===== config.mk =====
export PLATFORM = sky130hd
export DESIGN_NAME = hdmi_video_timing_gen_flat
export DESIGN_NICKNAME = d
export VERILOG_FILES = /design/src/rtl/hdmi_video_pkg.sv /design/src/rtl/hdmi_video_timing_gen_if.sv /design/src/rtl/hdmi_delay_line.sv /design/src/rtl/hdmi_video_timing_gen.sv /design/src/flat_wrapper.sv
export SDC_FILE = /design/constraint.sdc
export NUM_CORES = 1
export LEC_CHECK = 0
export BUFFER_PORTS_ARGS = -buffer_cell sky130_fd_sc_hd__buf_2
export CAP_MARGIN = 5
export CORE_MARGIN = 4
export CORE_UTILIZATION = 60
export DETAILED_ROUTE_END_ITERATION = 10
export GPL_ROUTABILITY_DRIVEN = 0
export GPL_TIMING_DRIVEN = 0
export PLACE_DENSITY = 0.85
export SYNTH_ARGS = -nofsm -noshare
export SYNTH_HDL_FRONTEND = slang
export SYNTH_SLANG_ARGS = --single-unit
export TNS_END_PERCENT = 10

===== constraint.sdc =====
create_clock -name clk_low -period 6.9 [get_ports clk_low]
set_clock_uncertainty 0.15 [all_clocks]
set_input_delay 0 -clock clk_low [delete_from_list [all_inputs] [get_ports clk_low]]
set_output_delay 0 -clock clk_low [all_outputs]
set_load 0.1 [all_outputs]

===== src/rtl/hdmi_video_pkg.sv =====
// Shared timing defaults and helpers for the HDMI video timing generator.
package hdmi_video_pkg;

  localparam int DEF_H_PIXEL       = 640;
  localparam int DEF_H_FRONT_PORCH = 16;
  localparam int DEF_H_SYNC        = 96;
  localparam int DEF_H_TOT_PIXEL   = 800;
  localparam int DEF_V_PIXEL       = 480;
  localparam int DEF_V_FRONT_PORCH = 10;
  localparam int DEF_V_SYNC        = 2;
  localparam int DEF_V_TOT_PIXEL   = 525;
  localparam int DEF_CNT_W         = 11;
  localparam int DEF_ADDR_W        = 21;
  localparam int DEF_LINE_STRIDE   = 640;
  localparam int DEF_RD_LATENCY    = 2;

  // Stage-0 decode bundle carried through the read-latency delay line.
  typedef struct packed {
    logic hs;
    logic vs;
    logic de;
    logic fs;
    logic ls;
  } stage0_t;

  localparam int STAGE0_W = $bits(stage0_t);

  // Smallest counter width able to hold the largest total count.
  function automatic int min_cnt_w(input int h_tot, input int v_tot);
    int m;
    m = (h_tot > v_tot) ? h_tot : v_tot;
    return $clog2(m + 1);
  endfunction

endpackage


===== src/rtl/hdmi_video_timing_gen_if.sv =====
// Control and pixel-side signal bundle of the video timing generator.
interface hdmi_video_timing_gen_if
  import hdmi_video_pkg::*;
#(
  parameter int CNT_W  = DEF_CNT_W,
  parameter int ADDR_W = DEF_ADDR_W
);
  logic              enable;
  logic [ADDR_W-1:0] base_addr;
  logic [CNT_W-1:0]  counter_x;
  logic [CNT_W-1:0]  counter_y;
  logic              rd_en;
  logic [ADDR_W-1:0] addr;
  logic              pix_de;
  logic              pix_hsync;
  logic              pix_vsync;
  logic              frame_start;
  logic              line_start;

  modport master (
    input  enable, base_addr,
    output counter_x, counter_y, rd_en, addr,
           pix_de, pix_hsync, pix_vsync, frame_start, line_start
  );

  modport slave (
    output enable, base_addr,
    input  counter_x, counter_y, rd_en, addr,
           pix_de, pix_hsync, pix_vsync, frame_start, line_start
  );
endinterface


===== src/rtl/hdmi_delay_line.sv =====
// Fixed-depth register chain; collapses to a plain wire at DEPTH = 0.
module hdmi_delay_line #(
  parameter int WIDTH = 1,
  parameter int DEPTH = 1
) (
  input  logic             clk_i,
  input  logic             rst_i,
  input  logic [WIDTH-1:0] d_i,
  output logic [WIDTH-1:0] q_o
);

  if (DEPTH == 0) begin : g_wire
    logic unused_clk_rst;
    assign unused_clk_rst = clk_i ^ rst_i;
    assign q_o = d_i;
  end else begin : g_regs
    logic [WIDTH-1:0] pipe_q [DEPTH];

    always_ff @(posedge clk_i or posedge rst_i) begin
      if (rst_i) begin
        for (int i = 0; i < DEPTH; i++) pipe_q[i] <= '0;
      end else begin
        pipe_q[0] <= d_i;
        for (int i = 1; i < DEPTH; i++) pipe_q[i] <= pipe_q[i-1];
      end
    end

    assign q_o = pipe_q[DEPTH-1];
  end

endmodule


===== src/rtl/hdmi_video_timing_gen.sv =====
// Video timing counters, sync/DE decode and double-buffered framebuffer
// read addressing, with pixel-side outputs aligned to the read latency.
module hdmi_video_timing_gen
  import hdmi_video_pkg::*;
#(
  parameter int H_PIXEL       = DEF_H_PIXEL,
  parameter int H_FRONT_PORCH = DEF_H_FRONT_PORCH,
  parameter int H_SYNC        = DEF_H_SYNC,
  parameter int H_TOT_PIXEL   = DEF_H_TOT_PIXEL,
  parameter int V_PIXEL       = DEF_V_PIXEL,
  parameter int V_FRONT_PORCH = DEF_V_FRONT_PORCH,
  parameter int V_SYNC        = DEF_V_SYNC,
  parameter int V_TOT_PIXEL   = DEF_V_TOT_PIXEL,
  parameter bit SYNC_POL      = 1'b1,
  parameter int CNT_W         = DEF_CNT_W,
  parameter int ADDR_W        = DEF_ADDR_W,
  parameter int LINE_STRIDE   = DEF_LINE_STRIDE,
  parameter int RD_LATENCY    = DEF_RD_LATENCY
) (
  input  logic                     clk_low,
  input  logic                     reset,
  hdmi_video_timing_gen_if.master  vif
);

  localparam int HS_START = H_PIXEL + H_FRONT_PORCH;
  localparam int HS_END   = HS_START + H_SYNC;
  localparam int VS_START = V_PIXEL + V_FRONT_PORCH;
  localparam int VS_END   = VS_START + V_SYNC;

  if (HS_END > H_TOT_PIXEL) begin : g_bad_h
    $fatal(1, "horizontal active+porch+sync exceeds H_TOT_PIXEL");
  end
  if (VS_END > V_TOT_PIXEL) begin : g_bad_v
    $fatal(1, "vertical active+porch+sync exceeds V_TOT_PIXEL");
  end
  if (LINE_STRIDE < H_PIXEL) begin : g_bad_stride
    $fatal(1, "LINE_STRIDE smaller than H_PIXEL");
  end
  if (RD_LATENCY > 7) begin : g_bad_lat
    $fatal(1, "RD_LATENCY above 7");
  end
  if (CNT_W < min_cnt_w(H_TOT_PIXEL, V_TOT_PIXEL)) begin : g_bad_cnt_w
    $fatal(1, "CNT_W too narrow for the total counts");
  end

  logic [CNT_W-1:0]  x_q, x_d, y_q, y_d;
  logic [ADDR_W-1:0] frame_base_q, frame_base_d;
  logic [ADDR_W-1:0] line_base_q, line_base_d;
  logic [ADDR_W-1:0] addr_q, addr_d;
  stage0_t           s0_q, s0_d, pix_s;
  logic              x_last, y_last;

  assign x_last = (x_q == CNT_W'(H_TOT_PIXEL - 1));
  assign y_last = (y_q == CNT_W'(V_TOT_PIXEL - 1));

  always_comb begin
    x_d          = x_q;
    y_d          = y_q;
    frame_base_d = frame_base_q;
    line_base_d  = line_base_q;
    addr_d       = addr_q;
    s0_d         = '0;
    if (!vif.enable) begin
      x_d          = '0;
      y_d          = '0;
      frame_base_d = vif.base_addr;
      line_base_d  = frame_base_d;
    end else begin
      s0_d.de = (x_q < CNT_W'(H_PIXEL)) && (y_q < CNT_W'(V_PIXEL));
      s0_d.hs = (x_q >= CNT_W'(HS_START)) && (x_q < CNT_W'(HS_END));
      s0_d.vs = (y_q >= CNT_W'(VS_START)) && (y_q < CNT_W'(VS_END));
      s0_d.fs = s0_d.de && (x_q == '0) && (y_q == '0);
      s0_d.ls = s0_d.de && (x_q == '0);
      // Address holds its last value outside the active region.
      if (s0_d.de) addr_d = line_base_q + ADDR_W'(x_q);
      if (x_last) begin
        x_d = '0;
        if (y_last) begin
          y_d          = '0;
          frame_base_d = vif.base_addr;
          line_base_d  = frame_base_d;
        end else begin
          y_d = y_q + 1'b1;
          if (y_q < CNT_W'(V_PIXEL)) line_base_d = line_base_q + ADDR_W'(LINE_STRIDE);
        end
      end else begin
        x_d = x_q + 1'b1;
      end
    end
  end

  always_ff @(posedge clk_low or posedge reset) begin
    if (reset) begin
      x_q          <= '0;
      y_q          <= '0;
      frame_base_q <= '0;
      line_base_q  <= '0;
      addr_q       <= '0;
      s0_q         <= '0;
    end else begin
      x_q          <= x_d;
      y_q          <= y_d;
      frame_base_q <= frame_base_d;
      line_base_q  <= line_base_d;
      addr_q       <= addr_d;
      s0_q         <= s0_d;
    end
  end

  hdmi_delay_line #(
    .WIDTH (STAGE0_W),
    .DEPTH (RD_LATENCY)
  ) u_align (
    .clk_i (clk_low),
    .rst_i (reset),
    .d_i   (s0_q),
    .q_o   (pix_s)
  );

  assign vif.counter_x   = x_q;
  assign vif.counter_y   = y_q;
  assign vif.rd_en       = s0_q.de;
  assign vif.addr        = addr_q;
  assign vif.pix_de      = pix_s.de;
  assign vif.pix_hsync   = pix_s.hs ^ ~SYNC_POL;
  assign vif.pix_vsync   = pix_s.vs ^ ~SYNC_POL;
  assign vif.frame_start = pix_s.fs;
  assign vif.line_start  = pix_s.ls;

endmodule


===== src/flat_wrapper.sv =====
// flat-port wrapper written by rule: the top's interface ports become plain ports
module hdmi_video_timing_gen_flat import hdmi_video_pkg::*;
#(
  parameter int H_PIXEL       = DEF_H_PIXEL,
  parameter int H_FRONT_PORCH = DEF_H_FRONT_PORCH,
  parameter int H_SYNC        = DEF_H_SYNC,
  parameter int H_TOT_PIXEL   = DEF_H_TOT_PIXEL,
  parameter int V_PIXEL       = DEF_V_PIXEL,
  parameter int V_FRONT_PORCH = DEF_V_FRONT_PORCH,
  parameter int V_SYNC        = DEF_V_SYNC,
  parameter int V_TOT_PIXEL   = DEF_V_TOT_PIXEL,
  parameter bit SYNC_POL      = 1'b1,
  parameter int CNT_W         = DEF_CNT_W,
  parameter int ADDR_W        = DEF_ADDR_W,
  parameter int LINE_STRIDE   = DEF_LINE_STRIDE,
  parameter int RD_LATENCY    = DEF_RD_LATENCY
)
  (clk_low, reset, vif_enable, vif_base_addr, vif_counter_x, vif_counter_y, vif_rd_en, vif_addr, vif_pix_de, vif_pix_hsync, vif_pix_vsync, vif_frame_start, vif_line_start);
  hdmi_video_timing_gen_if #(.CNT_W(CNT_W), .ADDR_W(ADDR_W)) vif_i ();
  input  logic clk_low;
  input  logic reset;
  input wire logic [$bits(vif_i.enable)-1:0] vif_enable;
  input wire logic [$bits(vif_i.base_addr)-1:0] vif_base_addr;
  output wire logic [$bits(vif_i.counter_x)-1:0] vif_counter_x;
  output wire logic [$bits(vif_i.counter_y)-1:0] vif_counter_y;
  output wire logic [$bits(vif_i.rd_en)-1:0] vif_rd_en;
  output wire logic [$bits(vif_i.addr)-1:0] vif_addr;
  output wire logic [$bits(vif_i.pix_de)-1:0] vif_pix_de;
  output wire logic [$bits(vif_i.pix_hsync)-1:0] vif_pix_hsync;
  output wire logic [$bits(vif_i.pix_vsync)-1:0] vif_pix_vsync;
  output wire logic [$bits(vif_i.frame_start)-1:0] vif_frame_start;
  output wire logic [$bits(vif_i.line_start)-1:0] vif_line_start;
  assign vif_i.enable = vif_enable;
  assign vif_i.base_addr = vif_base_addr;
  assign vif_counter_x = vif_i.counter_x;
  assign vif_counter_y = vif_i.counter_y;
  assign vif_rd_en = vif_i.rd_en;
  assign vif_addr = vif_i.addr;
  assign vif_pix_de = vif_i.pix_de;
  assign vif_pix_hsync = vif_i.pix_hsync;
  assign vif_pix_vsync = vif_i.pix_vsync;
  assign vif_frame_start = vif_i.frame_start;
  assign vif_line_start = vif_i.line_start;
  hdmi_video_timing_gen #(.H_PIXEL(H_PIXEL), .H_FRONT_PORCH(H_FRONT_PORCH), .H_SYNC(H_SYNC), .H_TOT_PIXEL(H_TOT_PIXEL), .V_PIXEL(V_PIXEL), .V_FRONT_PORCH(V_FRONT_PORCH), .V_SYNC(V_SYNC), .V_TOT_PIXEL(V_TOT_PIXEL), .SYNC_POL(SYNC_POL), .CNT_W(CNT_W), .ADDR_W(ADDR_W), .LINE_STRIDE(LINE_STRIDE), .RD_LATENCY(RD_LATENCY)) u_core (.clk_low(clk_low), .reset(reset), .vif(vif_i));
endmodule

==> results of run 1 <==
## metal layers
layer  global-route usage  routed length (microns)  up-vias
met1                0.353                     4640     1883
met2                0.419                     5050      147
met5                    0                        0        -
met3               0.0373                      594       14
li1                     -                        -     1807
met4               0.0942                      157        0
## worst register-to-register path, delay by kind of cell, from the launching register on
kind	cells	cell delay (ns)
AOI/OAI and AO/OA	4	1.06
xor gates and xnor gates	1	0.22
adders and majority gates	2	0.71
DFF	1	0.48
and+or+nand+nor	1	0.18
## synthesized netlist by cell type (all sizes together), types with 6 or more instances
library cell   n  share of area
nand2         54          0.048
nand3         23          0.027
nor4           6         0.0090
o21ai         40          0.050
nor2          39          0.036
mux2           8          0.022
dfrtp         79           0.47
a31oi          6         0.0090
a21oi         22          0.026
nor3          10          0.012
clkbuf        16          0.014
nand4          7          0.010
ha            16          0.048
xor2          14          0.029
a21o           6          0.011
and3          15          0.022
xnor2         11          0.023
inv            9         0.0081
## timing repair
item	in CTS	in global routing
hold buffers	23	0
resized for setup	0	0
endpoints found under the setup margin	0	0
hold endpoints to repair	103	0
## through the flow
stage / worst slack [ns] / power (mW) / utilization
2_1_floorplan: 3.84 / 0.832 / -
3_3_place_gp: 3.86 / 0.896 / 0.687
3_5_place_dp: 4.05 / 0.909 / 0.691
4_1_cts: 4.01 / 1.30 / 0.758
5_1_grt: 3.83 / 1.35 / 0.758
6_report: 3.98 / 1.30 / 0.758
## report_power, final
group,switching (mW),internal [mW],total (mW),leakage [nW]
logic,0.287,0.0897,0.377,1.31
clock network,0.173,0.214,0.387,0.110
registers,0.0325,0.504,0.537,0.997
total,0.493,0.808,1.30,2.41
## cell type report
type | instances | area, sq um | area share
plain buffers | 20 | 101 | 0.0197
clock buffers | 11 | 141 | 0.0275
clock inverters | 5 | 81.3 | 0.0158
inverters | 10 | 40.0 | 0.00778
multi-input cells | 333 | 2070 | 0.403
flip-flops and latches | 79 | 1980 | 0.384
well taps | 96 | 120 | 0.0233
repair buffers | 95 | 613 | 0.119
## cells by family after synthesis
| group | Yosys count | share of synthesized area |
|---|---|---|
| adders and majority gates | 17 | 0.0526 |
| muxes | 9 | 0.0239 |
| DFF | 79 | 0.472 |
| and+or+nand+nor | 180 | 0.214 |
| xor gates and xnor gates | 25 | 0.0523 |
| AOI/OAI and AO/OA | 102 | 0.153 |
| buffers and inverters | 30 | 0.0332 |
## state kept, by name (all words and copies together) (netlist names)
| name | count |
|---|---|
| u_core.vif.addr | 21 |
| u_core.line_base_q | 21 |
| u_core.s0_q | 4 |
| u_core.vif.counter_x | 11 |
| u_core.vif.rd_en | 1 |
| u_core.vif.counter_y | 11 |
| u_core.u_align.g_regs.pipe_q | 5 |
| u_core.u_align.q_o | 5 |
## worst max path at each step
stage                       startpoint                endpoint  slack (ns)
2_1_floorplan  u_core.vif.counter_x[1]   u_core.line_base_q[0]        3.84
3_3_place_gp                     reset  u_core.line_base_q[17]        3.86
3_5_place_dp   u_core.vif.counter_x[0]     u_core.vif.addr[20]        4.05
4_1_cts        u_core.vif.counter_x[0]     u_core.vif.addr[20]        4.01
5_1_grt        u_core.vif.counter_x[0]     u_core.vif.addr[20]        3.83
6_report       u_core.vif.counter_x[0]     u_core.vif.addr[20]        3.98
==> results.toml, run 1 <==
[critical_path]
r2r-end = "u_core.vif.addr[20]"
crit_path_cell_trace = "ha_1 > fa_1 > a211oi_1 > o211ai_1 > a31oi_1 > nand3b_1 > xor2_1 > o21ai_0"
critical_path_class = "flop to flop"
r2r_cells = 8
cp-start-kind = "flop"
path_depth = 8
r2r_start = "u_core.vif.counter_x[0]"
critPathArrivalTime_ns = 3.00
cpLargestDelayFamily = "compound AO/OA/AOI/OAI gates"
end_kind = "flop"
critPathSlowestCell = "dfrtp_1"
cp_slowest_stage_delay_ns = 0.48
rrSetupSlack_ns = 3.98
path_max_fanout = 7
critPathBufInv = 0
worst_ep_required_time_ns = 6.97

[synth]
yosysWarnings = 0
netlist_instances = 442
ys_seq_area_frac = 0.472
synthArstFlopShare = 1.00
synth_nets = 483
synth_edf_count = 0
synthFlopType = "dfrtp_1"
yosys_register_bits = 79
syn-cell-area_sq_um = 4190
yosysUniqueCellTypes = 55
postSynthAreaPerCell_sq_um = 9.48

[clocking]
cts.htree.levels = 3
cts_sinks = 79
clk_path_buf_depth = 2
cts_setup_buffers = 0
path_clk_slew_ns = 0.08
cts_buffers = 9
cts_tree = "built"
cts-root-buf = "clkbuf_8"
insertion_delay_ns = 0.35

[power]
p_leak_nw = 2.41
power.density_nw_per_um2 = 253
ir_drop_uv = 119

[run]
cap_violations = 0

[global_route]
grt_pass1_wl_microns = 17600
antenna_found_initial = 0
overflow = 0
grtUsageTotal = 0.259
grt_pass1_vias = 3655
grt_max_degree = 47

[final_layout]
final.fill_count = 490
area_growth_pct = 22.9
stdcell_area_sq_um = 5150
final_common_cell = "dfrtp_1"
final-instance-count-excl-fill = 649
drive_gt1_frac = 0.192
diodes = 0
final_cell_mix = "dfrtp_1 (79), buf_2 (71), nand2_1 (54), nor2_1 (38), o21ai_0 (35)"
final_nets = 589

[drt]
first_pass_iters = 5
wl_per_cell_microns = 16.1
dr_total_vias = 3851
wirelength_microns = 10400
viasPerCell = 5.93
drt_first_iter_violations = 290
drc_errors = 0
ant_nets = 0

[hold_path]
hold_class = "input port to asynchronous set/reset pin"

[timing]
hold_violations = 0
min_period_over_period = 0.424
fin_tns_setup_ns = 0
max_freq_ghz = 0.342
worstMarginPinSlew_ns = 0.914
holdWs_ns = 0.0546
setup_viol = 0
drv_slew = 0
rsz0062_at_grt = "no"
slew_headroom = 0.383
fin_crit_ns = 2.92

[placed_design]
port_buffers = 71
place_area_sq_um = 4690
dpl.cell_count = 610
hpwlAfterDp_microns = 7390

[floorplan]
dieArea_sq_um = 8380
die_x_microns = 91.6
coreArea_sq_um = 6790
chipHeight_microns = 91.6
start_util = 0.617
rows = 30
boundaryPins = 73

[run_status]
status = "finished clean"
Note: power is estimated with default switching activity, not from simulation.
==> run 2, diff against run 1 <==
--- a/config.mk
+++ b/config.mk
@@ -8,11 +8,11 @@
 export BUFFER_PORTS_ARGS = -buffer_cell sky130_fd_sc_hd__buf_2
 export CAP_MARGIN = 5
 export CORE_MARGIN = 4
-export CORE_UTILIZATION = 60
+export CORE_UTILIZATION = 56
 export DETAILED_ROUTE_END_ITERATION = 10
 export GPL_ROUTABILITY_DRIVEN = 0
 export GPL_TIMING_DRIVEN = 0
-export PLACE_DENSITY = 0.85
+export PLACE_DENSITY = 0.8
 export SYNTH_ARGS = -nofsm -noshare
 export SYNTH_HDL_FRONTEND = slang
 export SYNTH_SLANG_ARGS = --single-unit
==> constraint.sdc (replaced) <==
create_clock -name clk_low -period 3 [get_ports clk_low]
set_clock_uncertainty 0.15 [all_clocks]
set_input_delay 0 -clock clk_low [delete_from_list [all_inputs] [get_ports clk_low]]
set_output_delay 0 -clock clk_low [all_outputs]
set_load 0.1 [all_outputs]
==> results.toml, run 2 (synthesis results as in run 1) <==
[timing]
max_freq_ghz = 0.340
rsz0062_at_grt = "no"
worstMarginPinSlew_ns = 1.07
holdWs_ns = 0.0818
fin_crit_ns = 2.94
drv_slew = 0
setup_viol = 0
slew_headroom = 0.275
min_period_over_period = 0.980
hold_violations = 0

[power]
power.density_nw_per_um2 = 590
comb_power_share = 0.285
ir_drop_uv = 248
seq_power_share = 0.405
p_int_mw = 1.92
p_leak_nw = 2.41
swShare = 0.371
total_power_mw = 3.05
p_switching_mw = 1.13
p_clk_frac = 0.310

[global_route]
antenna_found_initial = 0
grtUsageTotal = 0.246
overflow = 0
grt_pass1_wl_microns = 17300
grt_max_degree = 41
grt_pass1_vias = 3691

[placed_design]
place_area_sq_um = 4690
hpwlAfterDp_microns = 7470
port_buffers = 71

[critical_path]
critical_path_class = "flop to flop"
crit_path_start = "u_core.vif.counter_x[2]"
cp-start-kind = "flop"
critPathArrivalTime_ns = 3.09
worst_ep_required_time_ns = 3.15
r2r_start = "u_core.vif.counter_x[2]"
end_kind = "flop"
path_max_fanout = 7

[clocking]
cts-root-buf = "clkbuf_8"
path_clk_slew_ns = 0.08
cts_sinks = 79
clk_path_buf_depth = 2
cts_setup_buffers = 0
cts.htree.levels = 3
cts_buffers = 9
insertion_delay_ns = 0.35
cts_tree = "built"

[floorplan]
chipHeight_microns = 94.5
coreArea_sq_um = 7250
die_x_microns = 94.5
dieArea_sq_um = 8930
rows = 31
boundaryPins = 73
start_util = 0.578

[hold_path]
hold_class = "input port to asynchronous set/reset pin"

[drt]
wirelength_microns = 10600
first_pass_iters = 4
ant_nets = 0
drt_first_iter_violations = 201
viasPerCell = 5.77
drc_errors = 0
dr_total_vias = 3758
wl_per_cell_microns = 16.3

[final_layout]
drive_gt1_frac = 0.197
final_cell_mix = "dfrtp_1 (77), buf_2 (71), nand2_1 (54), nor2_1 (38), o21ai_0 (35)"
final_common_cell = "dfrtp_1"
stdcell_area_sq_um = 5170
final_nets = 589
area_growth_pct = 23.4
final_util = 0.713
seq_area_sq_um = 1980
final.fill_count = 563
diodes = 0
multi_input_area_sq_um = 2080

[run_status]
status = "finished clean"

[run]
cap_violations = 0
## run 2: cell count changes in the layout (fill, tap and decap cells not counted), sizes merged
cell    delta
clkinv     -2
bufinv     +1
clkbuf     -1
inv        +1
## run 2: through the flow
step	TNS, ns	std cells	setup slack (ns)
detailed placement	0	613	0.146
global route	0	651	0.000939
CTS	0	651	0.0892
floorplan	0	442	0.0149
finish	0	651	0.0597
global placement	-6.01	612	-0.314
## run 2: final timing paths
path | to | slack [ns] | cells past startpoint
setup reg to reg | u_core.vif.addr[17] | 0.06 | 6
max in group asynchronous | u_core.vif.counter_x[1] | 2.02 | 4
min in group clk_low | u_core.u_align.q_o[0] | 0.20 | 0
hold / removal | u_core.u_align.g_regs.pipe_q[9] | 0.08 | 3
hold reg to reg | u_core.u_align.q_o[0] | 0.20 | 0
setup / recovery | u_core.vif.addr[17] | 0.06 | 6
## run 2: worst max-delay path, stage by stage, from the launching register on
cell	delay [ns]
dfrtp_1	0.48
ha_1	0.41
a21oi_1	0.16
o311ai_0	0.95
a31o_2	0.35
mux2_2	0.34
nand2_1	0.05
## run 2: cell type report
type | count | share of cell area
tap | 99 | 0.0240
clock buffer | 10 | 0.0247
multi-input combinational | 333 | 0.403
timing repair buffer | 95 | 0.117
clock inverter | 5 | 0.0206
inverter | 10 | 0.00775
buffer | 20 | 0.0196
sequential | 79 | 0.383
## run 2: power by group through the flow
stage | sequential, mW | clock [mW] | combinational, mW
2_1_floorplan | 1.63 | 0 | 0.282
5_1_grt | 1.25 | 0.992 | 0.925
3_3_place_gp | 1.25 | 0 | 0.818
4_1_cts | 1.23 | 0.949 | 0.864
3_5_place_dp | 1.25 | 0 | 0.838
6_report | 1.24 | 0.944 | 0.870
## run 2: per-layer routing
| layer | GRT usage | vias to the layer above | wire length, microns |
|---|---|---|---|
| li1 | - | 1795 | - |
| met5 | 0 | - | 0 |
| met3 | 0.0271 | 15 | 507 |
| met1 | 0.327 | 1836 | 4630 |
| met4 | 0.103 | 0 | 159 |
| met2 | 0.410 | 112 | 5290 |
## run 2: repair_timing
| action | in CTS | in global routing |
|---|---|---|
| hold buffers | 23 | 0 |
| endpoints found under the setup margin | 0 | 5 |
| gates resized for setup | 0 | 2 |
| endpoints found under the hold margin | 102 | 0 |
==> run 3, diff against run 2 <==
--- a/config.mk
+++ b/config.mk
@@ -5,15 +5,19 @@
 export SDC_FILE = /design/constraint.sdc
 export NUM_CORES = 1
 export LEC_CHECK = 0
+export ABC_AREA = 0
 export BUFFER_PORTS_ARGS = -buffer_cell sky130_fd_sc_hd__buf_2
 export CAP_MARGIN = 5
+export CELL_PAD_IN_SITES_DETAIL_PLACEMENT = 1
+export CELL_PAD_IN_SITES_GLOBAL_PLACEMENT = 2
 export CORE_MARGIN = 4
-export CORE_UTILIZATION = 56
+export CORE_UTILIZATION = 35
 export DETAILED_ROUTE_END_ITERATION = 10
 export GPL_ROUTABILITY_DRIVEN = 0
 export GPL_TIMING_DRIVEN = 0
-export PLACE_DENSITY = 0.8
+export PLACE_DENSITY_LB_ADDON = 0.1
 export SYNTH_ARGS = -nofsm -noshare
 export SYNTH_HDL_FRONTEND = slang
+export SYNTH_HIERARCHICAL = 1
 export SYNTH_SLANG_ARGS = --single-unit
 export TNS_END_PERCENT = 10
==> results.toml, run 3 <==
[timing]
fin_tns_setup_ns = 0
hold_violations = 0
drv_slew = 0
max_freq_ghz = 0.363
worstMarginPinSlew_ns = 0.490
fin_crit_ns = 2.76
slew_headroom = 0.670
min_period_over_period = 0.919
rsz0062_at_grt = "no"
setup_viol = 0

[placed_design]
dpl.cell_count = 662
place_area_sq_um = 4770
hpwlAfterDp_microns = 8850
port_buffers = 71

[drt]
dr_total_vias = 3737
drc_errors = 0
wl_met1_microns = 5570
first_pass_iters = 4
dr_wl_met3_microns = 499
highest_layer = "met4"
viasPerCell = 5.33
wl_per_cell_microns = 17.3
wirelength_microns = 12100
drt_first_iter_violations = 195
ant_nets = 0
met2_length_microns = 5850

[critical_path]
critical_path_class = "flop to flop"
r2r_start = "u_core/vif.counter_x[0]"
worst_ep_required_time_ns = 3.08
critPathArrivalTime_ns = 2.83
path_max_fanout = 7
crit_path_cell_trace = "ha_1 > fa_1 > a211oi_1 > nor3_1 > o21a_1 > o21ai_0 > xnor2_1 > mux2_2"
cp_slowest_stage_delay_ns = 0.47
cp-start-kind = "flop"
crit_path_start = "u_core/vif.counter_x[0]"
end_kind = "flop"
critPathSlowestCell = "dfrtp_1"

[floorplan]
start_util = 0.363
coreArea_sq_um = 11600
dieArea_sq_um = 13800
die_x_microns = 118
boundaryPins = 73
chipHeight_microns = 118
rows = 39

[global_route]
antenna_found_initial = 0
grt_pass1_vias = 3915
grt_pass1_wl_microns = 20700
grt_max_degree = 47
grtUsageTotal = 0.186
overflow = 0

[run_status]
status = "finished clean"

[synth]
netlist_instances = 447
synth_edf_count = 0
yosysWarnings = 6
synth_top_area_share = 0.471
ys_seq_area_frac = 0.471
synthArstFlopShare = 1.00
synthTopCellsByArea = "dfrtp_1 (47%), o21ai_0 (6.2%), ha_1 (5.1%)"
postSynthAreaPerCell_sq_um = 9.40
syn-cell-area_sq_um = 4200
synthFlopType = "dfrtp_1"
synthMostInstantiatedCell = "dfrtp_1"
yosysUniqueCellTypes = 51
synthTopCellsByCount = "dfrtp_1 (79), nand2_1 (56), o21ai_0 (52)"
yosys_register_bits = 79
synth.largest_area_cell = "dfrtp_1"
synth_nets = 489

[power]
p_leak_nw = 2.42
ir_drop_uv = 287
power.density_nw_per_um2 = 654

[clocking]
cts.htree.levels = 3
cts_tree = "built"
insertion_delay_ns = 0.35
clk_path_buf_depth = 2
cts-root-buf = "clkbuf_16"
path_clk_slew_ns = 0.07
cts_sinks = 79
cts_buffers = 9

[final_layout]
drive_gt1_frac = 0.213
final_nets = 595
final.fill_count = 1351
final_common_cell = "dfrtp_1"
diodes = 0
stdcell_area_sq_um = 5300
final_cell_mix = "dfrtp_1 (79), buf_2 (76), nand2_1 (56), o21ai_0 (52), a21oi_1 (39)"
area_growth_pct = 26.1
final_util = 0.458
final-instance-count-excl-fill = 701

[hold_path]
hold_class = "input port to asynchronous set/reset pin"

[run]
cap_violations = 0
==> run 3: routing by layer <==
layer | vias up | global-route usage
met3 | 13 | 0.0351
met2 | 85 | 0.304
met4 | 0 | 0.0674
li1 | 1809 | -
met1 | 1830 | 0.246
met5 | - | 0
==> run 3: final cells by class <==
class / instances / area (sq um) / area share
Multi-Input combinational cell: 333 / 2050 / 0.387
Sequential cell: 79 / 1980 / 0.373
Timing Repair Buffer: 95 / 613 / 0.116
Clock buffer: 10 / 229 / 0.0432
Tap cell: 143 / 179 / 0.0338
Buffer: 21 / 126 / 0.0239
Clock inverter: 6 / 70.1 / 0.0132
Inverter: 14 / 55.1 / 0.0104
==> run 3: through the flow <==
stage	hold WS (ns)	power (mW)	worst slack, ns
2_1_floorplan	-0.310	2.11	0.0753
3_3_place_gp	-0.162	2.33	0.0231
3_5_place_dp	-0.134	2.35	0.175
4_1_cts	0.0387	3.51	0.147
5_1_grt	0.0768	3.65	0.0687
6_report	0.0385	3.47	0.242
==> run 3: cell families after synthesis <==
family / after synthesis / share of synthesized area
xor gates and xnor gates: 21 / 0.0438
muxes: 9 / 0.0238
and+or+nand+nor: 154 / 0.183
AOI/OAI and AO/OA: 131 / 0.181
buffers and inverters: 35 / 0.0426
adders and majority gates: 18 / 0.0554
DFF: 79 / 0.471
==> run 3: path summary, 6_finish.rpt <==
check	to	slack, ns	cells after the start
max in group asynchronous	u_core/line_base_q[17]	2.10	4
setup reg to reg	u_core/vif.addr[16]	0.24	8
setup / recovery	u_core/vif.addr[16]	0.24	8
hold reg to reg	u_core/u_align/q_o[0]	0.20	0
hold / removal	u_core/vif.counter_x[1]	0.04	3
min in group clk_low	u_core/u_align/q_o[0]	0.20	0
==> run 3: critical path, delay by kind of cell (launching register included) <==
kind	cells	cell delay, ns
compound gates	3	0.85
xor+xnor	1	0.09
fa+ha+maj	2	0.70
flops	1	0.47
mux	1	0.26
simple gates	1	0.11
==> run 3: repair_timing <==
item,CTS,global route
resized for setup,0,1
hold buffers,23,0
buffers inserted,0,0
endpoints found under the setup margin,0,3
hold endpoints to repair,106,0
==> run 3: power by group <==
| group | total [mW] | internal (mW) | leakage, nW | switching, mW |
|---|---|---|---|---|
| Sequential | 1.29 | 1.19 | 0.983 | 0.104 |
| Clock | 1.12 | 0.649 | 0.135 | 0.470 |
| Combinational | 1.06 | 0.247 | 1.30 | 0.809 |
| Total | 3.47 | 2.08 | 2.42 | 1.38 |
